`config.mk`:
```
export PLATFORM = sky130hd
export DESIGN_NAME = bomb_controller
export DESIGN_NICKNAME = d
export VERILOG_FILES = /design/src/rtl/bomb_controller.sv
export SDC_FILE = /design/constraint.sdc
export NUM_CORES = 1
export LEC_CHECK = 0
export ABC_AREA = 1
export CAP_MARGIN = 20
export CORE_MARGIN = 3
export CORE_UTILIZATION = 58
export CTS_BUF_LIST = sky130_fd_sc_hd__clkbuf_8
export CTS_CLUSTER_SIZE = 10
export DETAILED_ROUTE_END_ITERATION = 10
export PLACE_DENSITY = 0.83
export REMOVE_ABC_BUFFERS = 1
export SYNTH_ARGS = -nofsm -noshare
export SYNTH_HDL_FRONTEND = slang
export SYNTH_SLANG_ARGS = --single-unit
```
`constraint.sdc`:
```
create_clock -name clk -period 2.35 [get_ports clk]
set_input_delay 0.3525 -clock clk [delete_from_list [all_inputs] [get_ports clk]]
set_output_delay 0.3525 -clock clk [all_outputs]
set_load 0.02 [all_outputs]
```
`src/rtl/bomb_controller.sv`:
```
// rtl/bomb_controller.sv - per-level dynamite sequencer: drop, fuse, blast and hit detection
//
// Ports:
//   clk          system/pixel clock
//   rst_n        asynchronous active-low reset
//   frame_tick   one-clk pulse per video frame
//   level_start  one-clk pulse: reload bomb stock, abort any bomb
//   active       level live; low forces IDLE without touching stock
//   bomb_key     raw drop button, asynchronous to clk
//   char_pos_x/y character centre
//   bomb_pos_x/y latched bomb centre
//   b_cnt        0 idle, 1/2 fuse, 3 blast
//   bombs_left   remaining stock
//   blast        one-clk pulse when b_cnt first reads 3
//   char_hit     one-clk pulse, at most once per bomb
module bomb_controller #(
  parameter int FUSE_FRAMES  = 30,
  parameter int BLAST_FRAMES = 15,
  parameter int BLAST_RADIUS = 40,
  parameter int BOMB_Y_OFS   = 18,
  parameter int BOMB_STOCK   = 6
) (
  input  logic       clk,
  input  logic       rst_n,
  input  logic       frame_tick,
  input  logic       level_start,
  input  logic       active,
  input  logic       bomb_key,
  input  logic [9:0] char_pos_x,
  input  logic [9:0] char_pos_y,
  output logic [9:0] bomb_pos_x,
  output logic [9:0] bomb_pos_y,
  output logic [3:0] b_cnt,
  output logic [3:0] bombs_left,
  output logic       blast,
  output logic       char_hit
);

  localparam int CW = 8;

  typedef enum logic [1:0] {
    S_IDLE  = 2'd0,
    S_FUSE1 = 2'd1,
    S_FUSE2 = 2'd2,
    S_BLAST = 2'd3
  } state_t;

  state_t        state, state_next;
  logic [CW-1:0] cnt, cnt_next;
  logic          key_s1, key_s2, key_prev;
  logic          key_rise;
  logic          drop;
  logic          abort;
  logic          blast_next, hit_next;
  logic          hit_done;
  logic [9:0]    clamp_x, clamp_y;
  logic [10:0]   sum_y;
  logic [9:0]    dx, dy;

  assign key_rise = key_s2 & ~key_prev;
  assign abort    = level_start | ~active;
  assign b_cnt    = {2'b00, state};

  // Drop position: x kept fully on screen, y moved to feet level and saturated.
  assign sum_y   = {1'b0, char_pos_y} + 11'(BOMB_Y_OFS);
  assign clamp_x = (char_pos_x < 10'd10)  ? 10'd10  :
                   (char_pos_x > 10'd629) ? 10'd629 : char_pos_x;
  assign clamp_y = (sum_y > 11'd469) ? 10'd469 : sum_y[9:0];

  assign dx = (char_pos_x >= bomb_pos_x) ? (char_pos_x - bomb_pos_x) : (bomb_pos_x - char_pos_x);
  assign dy = (char_pos_y >= bomb_pos_y) ? (char_pos_y - bomb_pos_y) : (bomb_pos_y - char_pos_y);

  // State register
  always_ff @(posedge clk or negedge rst_n) begin
    if (!rst_n) begin
      state <= S_IDLE;
      cnt   <= '0;
    end else begin
      state <= state_next;
      cnt   <= cnt_next;
    end
  end

  // Next-state logic
  always_comb begin
    state_next = state;
    cnt_next   = cnt;
    drop       = 1'b0;
    if (abort) begin
      state_next = S_IDLE;
      cnt_next   = '0;
    end else begin
      case (state)
        S_IDLE: begin
          // The clearing of cnt here also discards a coincident frame_tick.
          if (key_rise && bombs_left != 4'd0) begin
            state_next = S_FUSE1;
            cnt_next   = '0;
            drop       = 1'b1;
          end
        end
        S_FUSE1, S_FUSE2: begin
          if (frame_tick) begin
            if (cnt == CW'(FUSE_FRAMES - 1)) begin
              state_next = (state == S_FUSE1) ? S_FUSE2 : S_BLAST;
              cnt_next   = '0;
            end else begin
              cnt_next = cnt + 1'b1;
            end
          end
        end
        default: begin
          if (frame_tick) begin
            if (cnt == CW'(BLAST_FRAMES - 1)) begin
              state_next = S_IDLE;
              cnt_next   = '0;
            end else begin
              cnt_next = cnt + 1'b1;
            end
          end
        end
      endcase
    end
  end

  // Output logic
  always_comb begin
    blast_next = 1'b0;
    hit_next   = 1'b0;
    if (!abort) begin
      blast_next = (state == S_FUSE2) && (state_next == S_BLAST);
      hit_next   = (state == S_BLAST) && !hit_done &&
                   (dx <= 10'(BLAST_RADIUS)) && (dy <= 10'(BLAST_RADIUS));
    end
  end

  // Synchronizer, stock, position latch and registered pulses
  always_ff @(posedge clk or negedge rst_n) begin
    if (!rst_n) begin
      key_s1     <= 1'b0;
      key_s2     <= 1'b0;
      key_prev   <= 1'b0;
      bomb_pos_x <= '0;
      bomb_pos_y <= '0;
      bombs_left <= 4'(BOMB_STOCK);
      blast      <= 1'b0;
      char_hit   <= 1'b0;
      hit_done   <= 1'b0;
    end else begin
      key_s1   <= bomb_key;
      key_s2   <= key_s1;
      key_prev <= key_s2;
      blast    <= blast_next;
      char_hit <= hit_next;
      if (level_start) begin
        bombs_left <= 4'(BOMB_STOCK);
      end else if (drop) begin
        bombs_left <= bombs_left - 4'd1;
      end
      if (drop) begin
        bomb_pos_x <= clamp_x;
        bomb_pos_y <= clamp_y;
        hit_done   <= 1'b0;
      end else if (hit_next) begin
        hit_done <= 1'b1;
      end
    end
  end

endmodule

```
==> results of run 1 <==
## synthesized netlist by cell type (2+ instances only)
cell and number:
sky130_fd_sc_hd__nor2_1 41, sky130_fd_sc_hd__buf_2 2, sky130_fd_sc_hd__dfrtp_1 38, sky130_fd_sc_hd__nor2_2 3, sky130_fd_sc_hd__o21ai_1 2, sky130_fd_sc_hd__nand4_1 11, sky130_fd_sc_hd__nor4_1 3, sky130_fd_sc_hd__nand3_2 3
sky130_fd_sc_hd__a21oi_2 3, sky130_fd_sc_hd__o21a_1 3, sky130_fd_sc_hd__or2_1 2, sky130_fd_sc_hd__o21bai_1 2, sky130_fd_sc_hd__o22ai_1 2, sky130_fd_sc_hd__clkbuf_1 3, sky130_fd_sc_hd__nand2_1 173, sky130_fd_sc_hd__buf_6 2
sky130_fd_sc_hd__xor2_1 13, sky130_fd_sc_hd__o21ai_0 34, sky130_fd_sc_hd__ha_1 50, sky130_fd_sc_hd__a22oi_1 7, sky130_fd_sc_hd__buf_4 4, sky130_fd_sc_hd__nand2_2 5, sky130_fd_sc_hd__nand3_1 54, sky130_fd_sc_hd__inv_1 132
sky130_fd_sc_hd__nor3_1 7, sky130_fd_sc_hd__dfstp_2 2, sky130_fd_sc_hd__nor2_4 2, sky130_fd_sc_hd__o211ai_1 2, sky130_fd_sc_hd__a21oi_1 45, sky130_fd_sc_hd__inv_2 3
## timing repair
action,in CTS,in global routing
pin swaps,0,1
endpoints found under the setup margin,1,13
cloned,0,1
gates resized for setup,1,37
## final cells by class
class / count / area (um2)
clock inverter: 3 / 16.3
multi-input combinational: 483 / 2890
clock buffer: 5 / 68.8
timing repair buffer: 124 / 1060
fill: 518 / 1320
tap: 96 / 120
inverter: 135 / 507
sequential: 40 / 1000
## worst max-delay path, stage by stage
cell	delay, ps
sky130_fd_sc_hd__clkdlybuf4s50_1	490
sky130_fd_sc_hd__inv_1	70
sky130_fd_sc_hd__ha_2	340
sky130_fd_sc_hd__nand2_4	110
sky130_fd_sc_hd__inv_2	50
sky130_fd_sc_hd__nand2_2	80
sky130_fd_sc_hd__nand2_1	60
sky130_fd_sc_hd__nand2_2	110
sky130_fd_sc_hd__nand4_4	150
sky130_fd_sc_hd__or2_1	240
sky130_fd_sc_hd__o21ai_0	90
sky130_fd_sc_hd__nand2_1	80
sky130_fd_sc_hd__nand2_1	80
sky130_fd_sc_hd__nand3_2	110
sky130_fd_sc_hd__a21oi_2	120
## power by group
group | internal, W | switching [W]
registers | 0.000763 | 0.0000785
clock network | 0.000204 | 0.000289
logic | 0.000923 | 0.00124
## through the flow
step / power, W / util (%) / TNS [ps] / worst slack, ps / hold slack [ps]
CTS: 0.00335 / 78.8 / 0 / 13.5 / 126
global placement: 0.00280 / 77.5 / -1060 / -219 / 338
finish: 0.00350 / 81.1 / 0 / 64.6 / 112
global route: 0.00375 / 81.1 / -169 / -122 / 151
detailed placement: 0.00285 / 77.5 / -1790 / -279 / 348
floorplan: 0.00206 / - / 0 / 28.0 / 56.9
## flip-flops by register name (all words and copies together) (netlist names)
name	flops
key_s2	1
hit_done	1
bombs_left	4
char_hit	1
bomb_pos_x	10
cnt	8
key_prev	1
blast	1
bomb_pos_y	10
key_s1	1
state	2
## placed cells by master, fill, tap and decap left out, types with 5 or more instances in the layout
master / Yosys / routed
sky130_fd_sc_hd__a22oi_1: 7 / 7
sky130_fd_sc_hd__inv_1: 132 / 133
sky130_fd_sc_hd__a21oi_2: 3 / 9
sky130_fd_sc_hd__buf_4: 4 / 70
sky130_fd_sc_hd__nand3_1: 54 / 54
sky130_fd_sc_hd__ha_1: 50 / 41
sky130_fd_sc_hd__nor2_2: 3 / 6
sky130_fd_sc_hd__ha_2: 0 / 5
sky130_fd_sc_hd__xor2_1: 13 / 13
sky130_fd_sc_hd__dfrtp_1: 38 / 37
sky130_fd_sc_hd__clkdlybuf4s50_1: 0 / 52
sky130_fd_sc_hd__nor3_1: 7 / 6
sky130_fd_sc_hd__nand2_1: 173 / 168
sky130_fd_sc_hd__nand4_1: 11 / 11
sky130_fd_sc_hd__clkbuf_8: 0 / 5
sky130_fd_sc_hd__nor2_1: 41 / 36
sky130_fd_sc_hd__a21oi_1: 45 / 38
sky130_fd_sc_hd__nand2_2: 5 / 10
sky130_fd_sc_hd__o21ai_0: 34 / 32
## per-layer routing
layer  routed length, um  up-vias
met3                 956       17
met5                   0        -
met2                5810      199
met1                5910     2173
li1                    -     2366
met4                 159        0
## logic make-up (layout without fill, tap and decap cells)
| kind of cell | Yosys count | in the layout | synth area share (%) |
|---|---|---|---|
| simple gates | 311 | 312 | 32.0 |
| buf+inv | 147 | 267 | 13.6 |
| compound gates | 105 | 105 | 13.7 |
| fa+ha+maj | 50 | 50 | 14.5 |
| flops | 40 | 40 | 23.3 |
| xor+xnor | 14 | 14 | 2.85 |
| other cells | 1 | 2 | 0.0870 |
## final timing paths
kind                                        endpoint  slack [ps]  cells after the start
worst max-delay path            hit_done$_DFFE_PN0P_          60                     15
worst min-delay path              cnt[7]$_DFFE_PN0P_         110                      2
worst max register to register    cnt[6]$_DFFE_PN0P_         170                     10
worst min register to register      key_s2$_DFF_PN0_         360                      0
max in group asynchronous         state[1]$_DFF_PN0_        1830                      2
min in group clk                    key_s2$_DFF_PN0_         360                      0
==> results.txt, run 1 <==
The tree built by TritonCTS fans out to 40 sinks. The post-synthesis instance total is 668, and the initial antenna violation count is 0. The run gives 61.7% as the initial core utilization. The area of all placed cells without fillers is 5670 um2.

During I/O placement, the number of pins put on the boundary was 56. The power density over cell area was 617 nW/um2. Primary flip-flop cell chosen by synthesis mapping: sky130_fd_sc_hd__dfrtp_1.

The portion of synthesized cell area occupied by the leading cell type was 22.1%; the x dimension of the die was 92.2 um. The via count of the first global-routing pass is 4483, and the sequential element share of the synthesized area is 23.3%. The run gives 310 ps as the insertion delay to the later sink of the worst-skew pair. For this run, asynchronously set or reset flops after synthesis account for 100%. The synthesized area per cell was 6.45 um2. The most critical setup path has its startpoint at char_pos_y[5]. TritonCTS built the clock tree.

The first detailed-routing pass ran for 5 iterations. The number of max-slew violations in the final report came out at 0. The synthesized cell area was 4310 um2. The final weighted congestion of routability-driven global placement was 0.973; the highest fanout seen on the critical path was 5. The logs give 62.7% for the worst slew margin relative to its limit and 2530 ps for the arrival time at the worst endpoint. From synthesis to final layout, the design area changed by 31.5%.

Timing would allow up to 438 MHz. The pin count of the biggest net entering global routing is 41. After clock tree synthesis, the flow added hold-fix buffers numbering 0. The analysis attributes to cell leakage a power of 3.03 nW. Final antenna-violating net count: 0. Number of warnings reported in the yosys synthesis log: 0.

Type of origin of the critical path: a primary input. In the global route stage, met1 resource usage came out at 43.1%. The worst path needs 2290 ps of the cycle, external delays included. The run gives 9810 um as the final HPWL from detailed placement.

For the number of rows in the core area, the log shows 30. After the last flow step, the layout net total stands at 865. Counting flops with a built-in enable in the synthesized netlist gives 0. The type of the worst setup path is in2reg. The repair_antennas step left the layout with diodes totalling 0.

The run finished with clean final reports. Clock-pin slew was measured on the worst setup and hold paths at 100 ps. The first global-routing pass estimated 20600 um of wire. The data required time of the worst path came out at 2600 ps. The ratio of final minimum period to clock period was 97.3%. The number of different library cells used by synthesis comes to 45. The routed layout has 4755 vias.

The measured slew at the worst slew-check pin came out at 560 ps. The tools report the critical path capture point type as a flip-flop. The global-route met3 utilization was 4.27%; the number of remaining DRC errors was 0.

The area of the die came out at 8500 um2. In this run, the number of DRC markers left after iteration 0 of detailed routing was 415. The logs give 12800 um for the routed wire length and 2 for the maximum count of clock buffers along a single path. The cell area reported after detailed placement is 5410 um2, and the wire length per cell after detailed routing is 14.5 um. Synthesis inferred 40 register bits. The residual overflow from global routing is 0. Class of the tightest hold or removal check: in2async. Using the TritonRoute via totals, the vias-per-cell ratio works out to 5.37.

Setup repair after global routing could not meet its margin everywhere. The tools report the maximum level of the CTS H-tree as 2. The non-filler instance count after layout is 886, and the number of buffers created by CTS is 5. The floorplan step defined a core boundary enclosing 6980 um2. The dominant cell type by area after synthesis was sky130_fd_sc_hd__dfrtp_1.

Max-cap violations in this run came to 0. The tools report the hold violation count in the final report as 0. Highest-utilization routing layer at the global route stage: met2. The count of buffers added on input and output ports is 53. Die height: 92.2 um. The tools report the worst reg2reg path startpoint as bombs_left[0]$_DFFE_PN0P_. The worst clock skew came out at 16.4 ps. The clock root buffer is sky130_fd_sc_hd__clkbuf_8.

The cell count after placement came out at 877. In this run the post-CTS setup repair buffer count came out at 0. Sorting the synthesized cells by area gives the leading types as sky130_fd_sc_hd__dfrtp_1 22%, sky130_fd_sc_hd__nand2_1 15%, sky130_fd_sc_hd__ha_1 15%. The fraction of met2 tracks used by global routing is 47.3%. The post-route netlist has 17.2% of its cells at a drive strength greater than 1. The tools report the total routing usage reported by global routing as 29.8%. IR analysis of the VDD net gives a maximum drop of 308 uV. Setup violations remaining at the end of the flow were counted as 0.
(Power assumes the default switching activity.)
==> run 2, diff against run 1 <==
--- a/config.mk
+++ b/config.mk
@@ -10,10 +10,11 @@
 export CORE_MARGIN = 3
 export CORE_UTILIZATION = 58
 export CTS_BUF_LIST = sky130_fd_sc_hd__clkbuf_8
-export CTS_CLUSTER_SIZE = 10
 export DETAILED_ROUTE_END_ITERATION = 10
+export HOLD_SLACK_MARGIN = 0.02
 export PLACE_DENSITY = 0.83
 export REMOVE_ABC_BUFFERS = 1
+export SKIP_LAST_GASP = 1
 export SYNTH_ARGS = -nofsm -noshare
 export SYNTH_HDL_FRONTEND = slang
 export SYNTH_SLANG_ARGS = --single-unit
==> results of run 2 <==
The final DEF is identical to that of run 1; final timing and power are the same.
